File: config.mk
export PLATFORM = sky130hd
export DESIGN_NAME = mac_operand_sequencer
export DESIGN_NICKNAME = d
export VERILOG_FILES = /design/src/rtl/mac_operand_sequencer.sv
export SDC_FILE = /design/constraint.sdc
export NUM_CORES = 1
export LEC_CHECK = 0
export CAP_MARGIN = 20
export CORE_ASPECT_RATIO = 0.7
export CORE_MARGIN = 1
export CORE_UTILIZATION = 38
export DETAILED_ROUTE_END_ITERATION = 10
export PLACE_DENSITY = 0.92
export SYNTH_ARGS = -nofsm -noshare
export SYNTH_HDL_FRONTEND = slang
export SYNTH_SLANG_ARGS = --single-unit
File: constraint.sdc
create_clock -name clk -period 2.95 [get_ports clk]
set_input_delay 0.885 -clock clk [delete_from_list [all_inputs] [get_ports clk]]
set_output_delay 0.885 -clock clk [all_outputs]
set_load 0.01 [all_outputs]
File: src/rtl/mac_operand_sequencer.sv
// Streams one neuron's activation x weight terms into an external negedge MAC and returns the sum.
// Optional RELU_EN clamps negative sums to zero when the result is captured.
module mac_operand_sequencer #(
    parameter int ADDR_W = 4,
    parameter int NEUR_W = 3
) (
    input  logic                     clk,
    input  logic                     reset,
    input  logic                     start,
    input  logic [NEUR_W-1:0]        neuron_idx,
    output logic                     busy,
    output logic [ADDR_W-1:0]        act_addr,
    input  logic signed [15:0]       act_data,
    output logic [NEUR_W+ADDR_W-1:0] wt_addr,
    input  logic signed [7:0]        wt_data,
    output logic signed [15:0]       mac_op1,
    output logic signed [7:0]        mac_op2,
    output logic                     mac_clear,
    input  logic signed [15:0]       mac_out,
    output logic                     res_valid,
    input  logic                     res_ready,
    output logic signed [15:0]       res_data,
    output logic [NEUR_W-1:0]        res_idx
);

    typedef enum logic [2:0] {IDLE, FETCH, STREAM, DRAIN, HOLD} state_t;

    localparam logic [ADDR_W-1:0] LAST_TERM = '1;

    state_t            state;
    logic [NEUR_W-1:0] idx_p0;
    logic [ADDR_W-1:0] term_p0;
    logic              vld_p1;

    function automatic logic signed [15:0] shape_result(input logic signed [15:0] sum);
`ifdef RELU_EN
        return (sum < 16'sd0) ? 16'sd0 : sum;
`else
        return sum;
`endif
    endfunction

    // Stage p0: registered memory addresses
    assign act_addr = term_p0;
    assign wt_addr  = {idx_p0, term_p0};

    // Stage p1: memory data returns; gated so the free-running MAC adds zero between neurons
    assign mac_op1 = vld_p1 ? act_data : 16'sd0;
    assign mac_op2 = vld_p1 ? wt_data  : 8'sd0;

    always_ff @(posedge clk or negedge reset) begin
        if (!reset) begin
            state     <= IDLE;
            busy      <= 1'b0;
            idx_p0    <= '0;
            term_p0   <= '0;
            vld_p1    <= 1'b0;
            mac_clear <= 1'b0;
            res_valid <= 1'b0;
            res_data  <= '0;
            res_idx   <= '0;
        end else begin
            case (state)
                IDLE: begin
                    if (start) begin
                        state   <= FETCH;
                        busy    <= 1'b1;
                        idx_p0  <= neuron_idx;
                        term_p0 <= '0;
                    end
                end
                FETCH: begin
                    vld_p1    <= 1'b1;
                    mac_clear <= 1'b1;
                    if (term_p0 == LAST_TERM) begin
                        state <= DRAIN;
                    end else begin
                        state   <= STREAM;
                        term_p0 <= term_p0 + 1'b1;
                    end
                end
                STREAM: begin
                    mac_clear <= 1'b0;
                    if (term_p0 == LAST_TERM) begin
                        state <= DRAIN;
                    end else begin
                        term_p0 <= term_p0 + 1'b1;
                    end
                end
                DRAIN: begin
                    // Stage p2: MAC absorbed the last term on the preceding negedge
                    mac_clear <= 1'b0;
                    vld_p1    <= 1'b0;
                    res_valid <= 1'b1;
                    res_data  <= shape_result(mac_out);
                    res_idx   <= idx_p0;
                    state     <= HOLD;
                end
                HOLD: begin
                    if (res_ready) begin
                        res_valid <= 1'b0;
                        busy      <= 1'b0;
                        state     <= IDLE;
                    end
                end
                default: state <= IDLE;
            endcase
        end
    end

endmodule

# Word-level counts from Yosys, hierarchy flattened
# Index checks and enable logic that the tools add are counted.
# W data, S select, Z words.
[word_totals]
elab_cells = 48
out_inout_bits = 57
regBits = 33
inputBits = 47
[op_classes]
add_sub_neg = 1
eq_ne = 9
n_mux = 16
reduce_logical = 13
[op_table]
columns = ["op", "count"]
rows = [
  ["$mux W16", 1],
  ["$pmux W3 S5", 1],
  ["$reduce_bool A2 Y1", 5],
  ["$mux W3", 3],
  ["$reduce_and A3 Y1", 3],
  ["$mux W4", 2],
  ["$mux W8", 1],
  ["$ne A2 B2 Y1 const B", 4],
  ["$pmux W1 S2", 4],
  ["$pmux W4 S2", 1],
  ["$eq A3 B2 Y1 const B", 2],
  ["$add A4 B1 Y4 const B", 1],
  ["$eq A4 B4 Y1 const B", 1],
  ["$reduce_and A2 Y1", 2],
  ["$reduce_or A2 Y1", 2],
  ["$eq A3 B1 Y1 const B", 1],
  ["$eq A3 B3 Y1 const B", 1],
  ["$logic_not A3 Y1", 1],
  ["$mux W1", 3],
]

# Longest topological paths before layout
# Gate-level depths: netlist (run 1).
[logic_depth]
word_depth = 4
depth_mapped = 5
depth_no_buf = 4

# Worst setup path after synthesis (run 1)
# No wires, ideal clock.
[synth_timing]
path_kind = "input -> output"
startpoint = "input act_data[0]"
endpoint = "output mac_op1[0]"
path_slack_ns = 1.015
arrival_time_ns = 1.050
t_required_ns = 2.065
n_path_buf = 0
cell_stages = 1
path_cell_list = "and2_1"
[synth_between]
elab_chain_cells = 1
[synth_rtl]
columns = ["element", "line", "text"]
rows = [
  ["start, declared", "13", "input logic signed [15:0] act_data,"],
  ["$mux W16", "48", "assign mac_op1 = vld_p1 ? act_data : 16'sd0;"],
  ["end, declared", "16", "output logic signed [15:0] mac_op1,"],
]
# Every way passes these cells.

# Worst setup path in the final report (run 1)
[layout_timing]
startpoint = "input wt_data[7]"
endpoint = "output mac_op2[7]"
[layout_between]
elab_chain_cells = 1
[layout_rtl]
columns = ["element", "line", "text"]
rows = [
  ["start, declared", "15", "input logic signed [7:0] wt_data,"],
  ["$mux W8", "49", "assign mac_op2 = vld_p1 ? wt_data : 8'sd0;"],
  ["end, declared", "17", "output logic signed [7:0] mac_op2,"],
]
# Every way passes these cells.

==> results of run 1 <==
-- critical path, stage by stage --
cell and delay [ns]:
clkdlybuf4s50_1 0.46, and2_1 0.12, clkdlybuf4s50_1 0.53
-- state kept, by name (all words and copies together), names as in the netlist --
| name | count |
|---|---|
| res_data | 16 |
| act_addr | 4 |
| idx_p0 | 3 |
| res_idx | 3 |
| state | 3 |
| busy | 1 |
| mac_clear | 1 |
| res_valid | 1 |
| vld_p1 | 1 |
-- cell type report --
type | count | area (um2) | share of cell area
clock buffer | 6 | 72.6 | 0.0270
inverter | 4 | 15.0 | 0.00559
timing repair buffer | 104 | 1040 | 0.386
multi-input combinational | 81 | 661 | 0.246
sequential | 33 | 826 | 0.307
tap | 52 | 65.1 | 0.0242
clock inverter | 2 | 10.0 | 0.00372
-- logic make-up after synthesis --
kind of cell	count (synthesis)	synth area share
compound gates	15	0.0699
xor+xnor	2	0.0111
fa+ha+maj	1	0.00794
buf+inv	15	0.0564
flops	33	0.524
mux	24	0.171
simple gates	39	0.160
-- layer usage --
| layer | GRT usage | routed length [um] | part of all wire |
|---|---|---|---|
| met5 | 0 | 0 | 0 |
| met4 | 0.0312 | 11 | 0.0029 |
| met3 | 0.0607 | 360 | 0.095 |
| met2 | 0.317 | 1850 | 0.49 |
| met1 | 0.214 | 1560 | 0.41 |
-- power by group through the flow --
stage | registers [mW] | logic [mW] | clock network (mW)
2_1_floorplan | 0.888 | 0.646 | 0
3_3_place_gp | 0.863 | 1.34 | 0
3_5_place_dp | 0.887 | 1.38 | 0
4_1_cts | 0.881 | 1.38 | 0.325
5_1_grt | 0.918 | 1.46 | 0.345
6_report | 0.875 | 1.36 | 0.312
-- worst paths after layout --
kind / startpoint / end
worst max-delay path: wt_data[7] / mac_op2[7]
worst min-delay path: res_data[11] / res_data[11]
worst max register to register: state[2] / res_data[7]
worst min register to register: res_data[11] / res_data[11]
max in group asynchronous: reset / res_data[12]
min in group asynchronous: reset / act_addr[0]
-- cells in the final DEF, fill, tap and decap left out --
cell / synthesis / final
ha_1: 1 / 1
o21a_1: 1 / 1
nor2_1: 3 / 3
o21ai_0: 1 / 1
a311oi_1: 2 / 2
inv_1: 4 / 4
or3b_4: 1 / 1
xor2_1: 1 / 1
and3_1: 1 / 1
a22o_1: 3 / 3
xnor2_1: 1 / 1
o22a_1: 1 / 1
nor3b_1: 1 / 1
and2_1: 24 / 24
clkbuf_8: 0 / 5
mux2i_1: 1 / 1
or3b_2: 1 / 1
nand2_1: 3 / 3
clkbuf_1: 2 / 1
mux2_2: 23 / 23
clkinv_2: 0 / 2
clkdlybuf4s50_1: 0 / 103
buf_4: 6 / 1
o311ai_0: 1 / 1
nor2_4: 1 / 1
or2b_1: 1 / 1
nand3_1: 1 / 1
a21oi_1: 4 / 4
nor2b_4: 1 / 1
or3_2: 1 / 1
a2bb2oi_1: 1 / 1
dfrtp_1: 33 / 33
o31ai_1: 1 / 1
-- per-stage QoR --
| step | power, mW | hold WS, ns |
|---|---|---|
| final | 2.55 | 0.503 |
| after detailed placement | 2.26 | 0.493 |
| after CTS | 2.59 | 0.508 |
| after floorplan | 1.53 | 0.545 |
| after global routing | 2.72 | 0.528 |
| after global placement | 2.20 | 0.487 |
==> Implementation_results.wiki, run 1 <==
{| class="wikitable"
! Metric !! Value
|-
| Site row count || 19
|-
| Min Tclk post-route || 2.89 ns
|-
| GRT Util Overall || 0.179
|-
| Cell with the most instances after synthesis || dfrtp_1
|-
| Clock network power share || 0.122
|-
| Switch share || 0.334
|-
| Die Ht || about 56 um
|-
| Worst-path fanout max || 1
|-
| Core area || roughly 0.004 mm2
|-
| R2R Setup Slk || about 1.1 ns
|-
| Syn_nets || approximately 180
|-
| Resized Gates After CTS || 0
|-
| Share of synthesized area occupied by flip-flops and latches || 0.524
|-
| Total net switching power || between 0.8 and 0.9 mW
|-
| Pin count of the biggest net entering global routing || 34
|-
| DP Wirelength || 2840 um
|-
| Clock Pin Slew Worst Setup and Hold Paths || 0.06 ns
|-
| Worst hold path type || register to register
|-
| Length of the first detailed-routing pass in iterations || 4
|-
| Via density per instance || 4.65
|-
| Routability Congestion || about 0.73
|-
| Standby leakage power || 1.10 nW
|-
| Critical Path Source Type || primary input
|-
| Internal Power || ~1.7 mW
|-
| Run status || completed
|-
| Skew-Pair Late Insertion Delay || approximately 0.27 ns
|-
| Cell count after placement || between 200 and 300
|-
| Horizontal die dimension || between 70 and 80 um
|-
| Number of antenna cells inserted || 0
|-
| Peak clock frequency supported by timing || ~0.35 GHz
|-
| Count of port buffers added during placement || just over 100
|-
| Critical setup path kind || primary input to output port
|-
| Post-synth cell types || 32
|-
| EDFF count, synth || 0
|-
| Power density cells || 948 mW/mm2
|-
| Post-synth top area share || 0.524
|-
| Starting DRT DRC Count || 34
|-
| Post-route cell area || 0.00269 mm2
|-
| RSZ-0062 raised after global routing || no
|-
| Max_slew headroom || 0.453
|-
| Clock Path Buffers || 2
|-
| H-tree depth || 2
|-
| Worst clock skew on the final layout || approximately 0.0028 ns
|-
| Portion of the clock cycle consumed by the worst path in the final layout || 0.978
|-
| Max capacitance violation total || 0
|-
| Drt total wl || about 3800 um
|-
| Combinational cell fraction of total power || 0.534
|-
| First-pass GRT wire length || 6090 um
|-
| Hold Path Cell Cnt || 1
|-
| Final number of hold-violating endpoints || 0
|-
| Count of cells along the worst register-to-register path || 3
|-
| Remaining routing DRC violations || 0
|-
| Number of buffers inserted during clock tree synthesis || 5
|-
| Arrival time reported for the critical path endpoint || around 2.0 ns
|-
| Mapped cell area || roughly 0.0016 mm2
|-
| Remaining number of nets flagged by the antenna check after routing || 0
|-
| Total of endpoints with negative setup slack in the final report || 0
|-
| Post-synth top cells || dfrtp_1 (33), and2_1 (24), mux2_2 (23)
|-
| Count of fill cells added during filler insertion || approximately 330
|-
| CP required || 2.07 ns
|-
| Warnings from Yosys || 0
|-
| Least-Margin Pin Slew || slightly above 0.8 ns
|-
| Non-filler cells in the finished layout || 282
|-
| Vias post-DR || about 1,300
|-
| Setup crit end kind || output port
|-
| Cell taking the most area after synthesis || dfrtp_1
|-
| Total cell area at the placement stage || about 0.0026 mm2
|-
| Synthesized instance count || about 130
|-
| Routed length per instance || roughly 13 um
|-
| Share of flip-flops with an asynchronous set or reset || 1.00
|-
| Register share of total power || 0.343
|-
| Antenna violations before repair || 0
|-
| Number of sinks handled by clock tree synthesis || 33
|-
| Cell types occupying the most area after synthesis || dfrtp_1 (52%), mux2_2 (16%), and2_1 (9.5%)
|-
| Die ar. || between 0.004 and 0.005 mm2
|-
| Number of slew-limit violations in the final report || 0
|-
| CTS hold repair buffers || 0
|-
| Share of layout cells above drive strength 1 || 0.157
|-
| Starting utilization of the core area || 0.399
|-
| Top flip-flop cell by instance count after synthesis || dfrtp_1
|-
| Setup WS post-layout || around 0.063 ns
|-
| Sum of negative setup slack || 0 ns
|-
| GRT Residual Overflow || 0
|-
| IR Drop Worst-Case VDD || 0.630 mV
|-
| Clock tree from TritonCTS || built
|-
| Worst slack at placement || between 0.05 and 0.06 ns
|-
| CTS root buf || clkbuf_8
|-
| Seq cells post-synth || 33
|-
| Post-CTS Repair Setup Buffers || 0
|-
| Share of the core filled with cells in the final layout || 0.681
|-
| Avg Cell Area, Syn || around 12 um2
|-
| Post-synthesis to final-layout area growth || 70.6%
|-
| Vias in the first global route || 1,312
|-
| Total I/O pin count || between 100 and 150
|-
| Final #Nets || approximately 280
|}
(Power assumes the default switching activity.)
==> inputs of run 2 (changes only) <==
Settings changed: ABC_CLOCK_PERIOD_IN_PS set to 2950.
==> results of run 2 <==
The final DEF is identical to that of run 1; final timing and power are the same.
==> inputs of run 3 (changes only) <==
Settings changed: ABC_CLOCK_PERIOD_IN_PS 2950 to 3100, CORE_UTILIZATION 38 to 36, MAX_ROUTING_LAYER set to met4, PLACE_DENSITY 0.92 to 0.89.
Clock period 2.95 ns to 3.1 ns, I/O delays scaled along.
==> run 3 against run 2 <==
  * Design area is 0.14% higher
  * Cell count decreased by 0.35%
  * Clock power grew 4%
  * Non-clock buffer count is the same
  * First-iteration DRC count grew 62%
  * Global-route usage shrank 0.19 points
  * Sequential power fell by 5.8%
==> Implementation_results.wiki, run 3 (synthesized netlist as in run 1, its figures left out) <==
{| class="wikitable"
! Metric !! Value
|-
| Final #Nets || 277 (unchanged)
|-
| Worst-path fanout max || 1 (unchanged)
|-
| Post-route cell area || 0.00269 mm2 (+0.14%)
|-
| Max_slew headroom || 0.420 (-0.0327)
|-
| CTS root buf || clkbuf_8
|-
| Register share of total power || 0.339 (-0.004)
|-
| Power density cells || 903 mW/mm2 (-4.8%)
|-
| Endpoint of the most critical setup path || mac_op2[6]
|-
| Resized Gates After CTS || 0 (unchanged)
|-
| Starting utilization of the core area || 0.388 (-0.0117)
|-
| Drt total wl || 3710 um (-1.9%)
|-
| Critical setup path kind || primary input to output port
|-
| Total cell area at the placement stage || 0.00261 mm2 (unchanged)
|-
| Antenna violations before repair || 0 (unchanged)
|-
| Via density per instance || 4.70 (+1.1%)
|-
| Overall power || 2.43 mW (-4.7%)
|-
| Clock tree from TritonCTS || built
|-
| DP Wirelength || 2820 um (-0.60%)
|-
| Vias post-DR || 1,320 (+0.76%)
|-
| CP required || 2.17 ns (+0.10 ns)
|-
| Setup crit end kind || output port
|-
| Share of layout cells above drive strength 1 || 0.153 (-0.00368)
|-
| Post-synthesis to final-layout area growth || 70.8%
|-
| Flip-flop count of the largest register, all copies and words added || 16 (unchanged)
|-
| Total net switching power || 0.793 mW (-6.8%)
|-
| Number of slew-limit violations in the final report || 0 (unchanged)
|-
| Die ar. || 0.00465 mm2 (+5.4%)
|-
| Start point of the critical path || wt_data[6]
|-
| Worst hold slack across all endpoints || 0.502 ns (-0.000989 ns)
|-
| Clock network power share || 0.133 (+0.011)
|-
| Cell count after placement || 274 (unchanged)
|-
| GRT Util Overall || 0.177 (-0.00186)
|-
| Endpoint of the worst-slack reg-to-reg timing path || res_data[6]
|-
| Sum of negative setup slack || 0 ns (unchanged)
|-
| Worst slack at placement || 0.0914 ns (+0.0401 ns)
|-
| Peak clock frequency supported by timing || approximately 0.33 GHz
|-
| Total I/O pin count || 104 (unchanged)
|-
| Number of sinks handled by clock tree synthesis || 33 (unchanged)
|-
| Clock Pin Slew Worst Setup and Hold Paths || 0.06 ns (about the same)
|-
| Setup WS post-layout || 0.109 ns (+0.0460 ns)
|-
| Routability Congestion || 0.751 (+2.7%)
|-
| CTS hold repair buffers || 0 (unchanged)
|-
| Skew-Pair Late Insertion Delay || 0.28 ns (about the same)
|-
| Core area || 0.00407 mm2 (+3.0%)
|-
| Commonest non-fill, non-tap cell in the layout || clkdlybuf4s50_1
|-
| Min Tclk post-route || 2.99 ns
|-
| Horizontal die dimension || 81.1 um (+2.7%)
|-
| Clock Path Buffers || 2 (unchanged)
|-
| RSZ-0062 raised after global routing || no
|-
| Worst clock skew on the final layout || 0.00375 ns (+0.000955 ns)
|-
| Number of antenna cells inserted || 0 (unchanged)
|-
| Post-CTS Repair Setup Buffers || 0 (unchanged)
|-
| Length of the first detailed-routing pass in iterations || 4 (unchanged)
|-
| Non-filler cells in the finished layout || 281 (-0.35%)
|-
| Final number of hold-violating endpoints || 0 (unchanged)
|-
| Critical Path Source Type || primary input
|-
| Count of cells along the worst register-to-register path || 3 (unchanged)
|-
| Least-Margin Pin Slew || 0.867 ns (+0.0489 ns)
|-
| Pin count of the biggest net entering global routing || 34 (unchanged)
|-
| Vias in the first global route || 1,291 (-1.6%)
|-
| Count of port buffers added during placement || 103 (unchanged)
|-
| Die Ht || 57.3 um (+2.6%)
|-
| Routed length per instance || 13.2 um (-1.6%)
|-
| Total of endpoints with negative setup slack in the final report || 0 (unchanged)
|-
| Switch share || 0.326 (-0.00730)
|-
| Remaining routing DRC violations || 0 (unchanged)
|-
| Number of buffers inserted during clock tree synthesis || 5 (unchanged)
|-
| H-tree depth || 2 (unchanged)
|-
| Run status || completed
|-
| Site row count || 19 (unchanged)
|-
| Standby leakage power || 1.10 nW (about the same)
|-
| R2R Setup Slk || 1.21 ns (+0.15 ns)
|-
| First-pass GRT wire length || 5830 um (-4.3%)
|-
| Arrival time reported for the critical path endpoint || 2.06 ns (+0.06 ns)
|-
| Portion of the clock cycle consumed by the worst path in the final layout || 0.965
|-
| Max capacitance violation total || 0 (unchanged)
|-
| IR Drop Worst-Case VDD || 0.583 mV (-7.3%)
|-
| Internal Power || 1.64 mW (-3.7%)
|-
| GRT Residual Overflow || 0 (unchanged)
|-
| Remaining number of nets flagged by the antenna check after routing || 0 (unchanged)
|-
| Top reg by flops || res_data
|-
| Worst hold path type || register to register
|-
| Share of the core filled with cells in the final layout || 0.662 (-0.0190)
|-
| Combinational cell fraction of total power || 0.528 (-0.006)
|-
| Most frequent cells in the layout || clkdlybuf4s50_1 (103), dfrtp_1 (33), and2_1 (24)
|-
| R2r startpoint || state[2]
|-
| Starting DRT DRC Count || 55 (+62%)
|}
==> run 3: changes by cell type in the layout (fill, tap and decap cells not counted) <==
| cell | previous run | this run |
|---|---|---|
| clkbuf_8 | 5 | 6 |
| clkinv_2 | 2 | 0 |
==> run 3: worst min-delay path by stage <==
stage	start	end	slack (ns)	cells past startpoint
floorplan	vld_p1	vld_p1	0.55	2
global placement	res_data[5]	res_data[5]	0.49	1
detailed placement	res_data[5]	res_data[5]	0.49	1
CTS	res_data[5]	res_data[5]	0.51	1
global route	res_data[1]	res_data[1]	0.52	1
finish	res_idx[2]	res_idx[2]	0.50	1
==> run 3: critical path, stage by stage <==
cell and delay (ns):
clkdlybuf4s50_1 0.46, and2_1 0.13, clkdlybuf4s50_1 0.53
==> run 3: power groups by stage <==
stage | clock network, mW | logic [mW] | registers [mW]
after floorplan | 0 | 0.615 | 0.845
after global placement | 0 | 1.27 | 0.825
after detailed placement | 0 | 1.30 | 0.835
after CTS | 0.334 | 1.30 | 0.828
after global routing | 0.355 | 1.38 | 0.863
final | 0.323 | 1.28 | 0.824
==> run 3: area by class of cell <==
| cell class | instances | area, um2 |
|---|---|---|
| sequential | 33 | 826 |
| inverter | 4 | 15.0 |
| fill | 337 | 1370 |
| timing repair buffer | 104 | 1040 |
| multi-input combinational | 81 | 661 |
| clock buffer | 7 | 86.3 |
| tap | 52 | 65.1 |
==> run 3: layer usage <==
layer,vias up,wire length [um],global-route usage
li1,633,-,-
met1,615,1530,0.194
met2,64,1770,0.303
met3,8,357,0.0528
met4,0,49,0.0689
met5,-,0,-
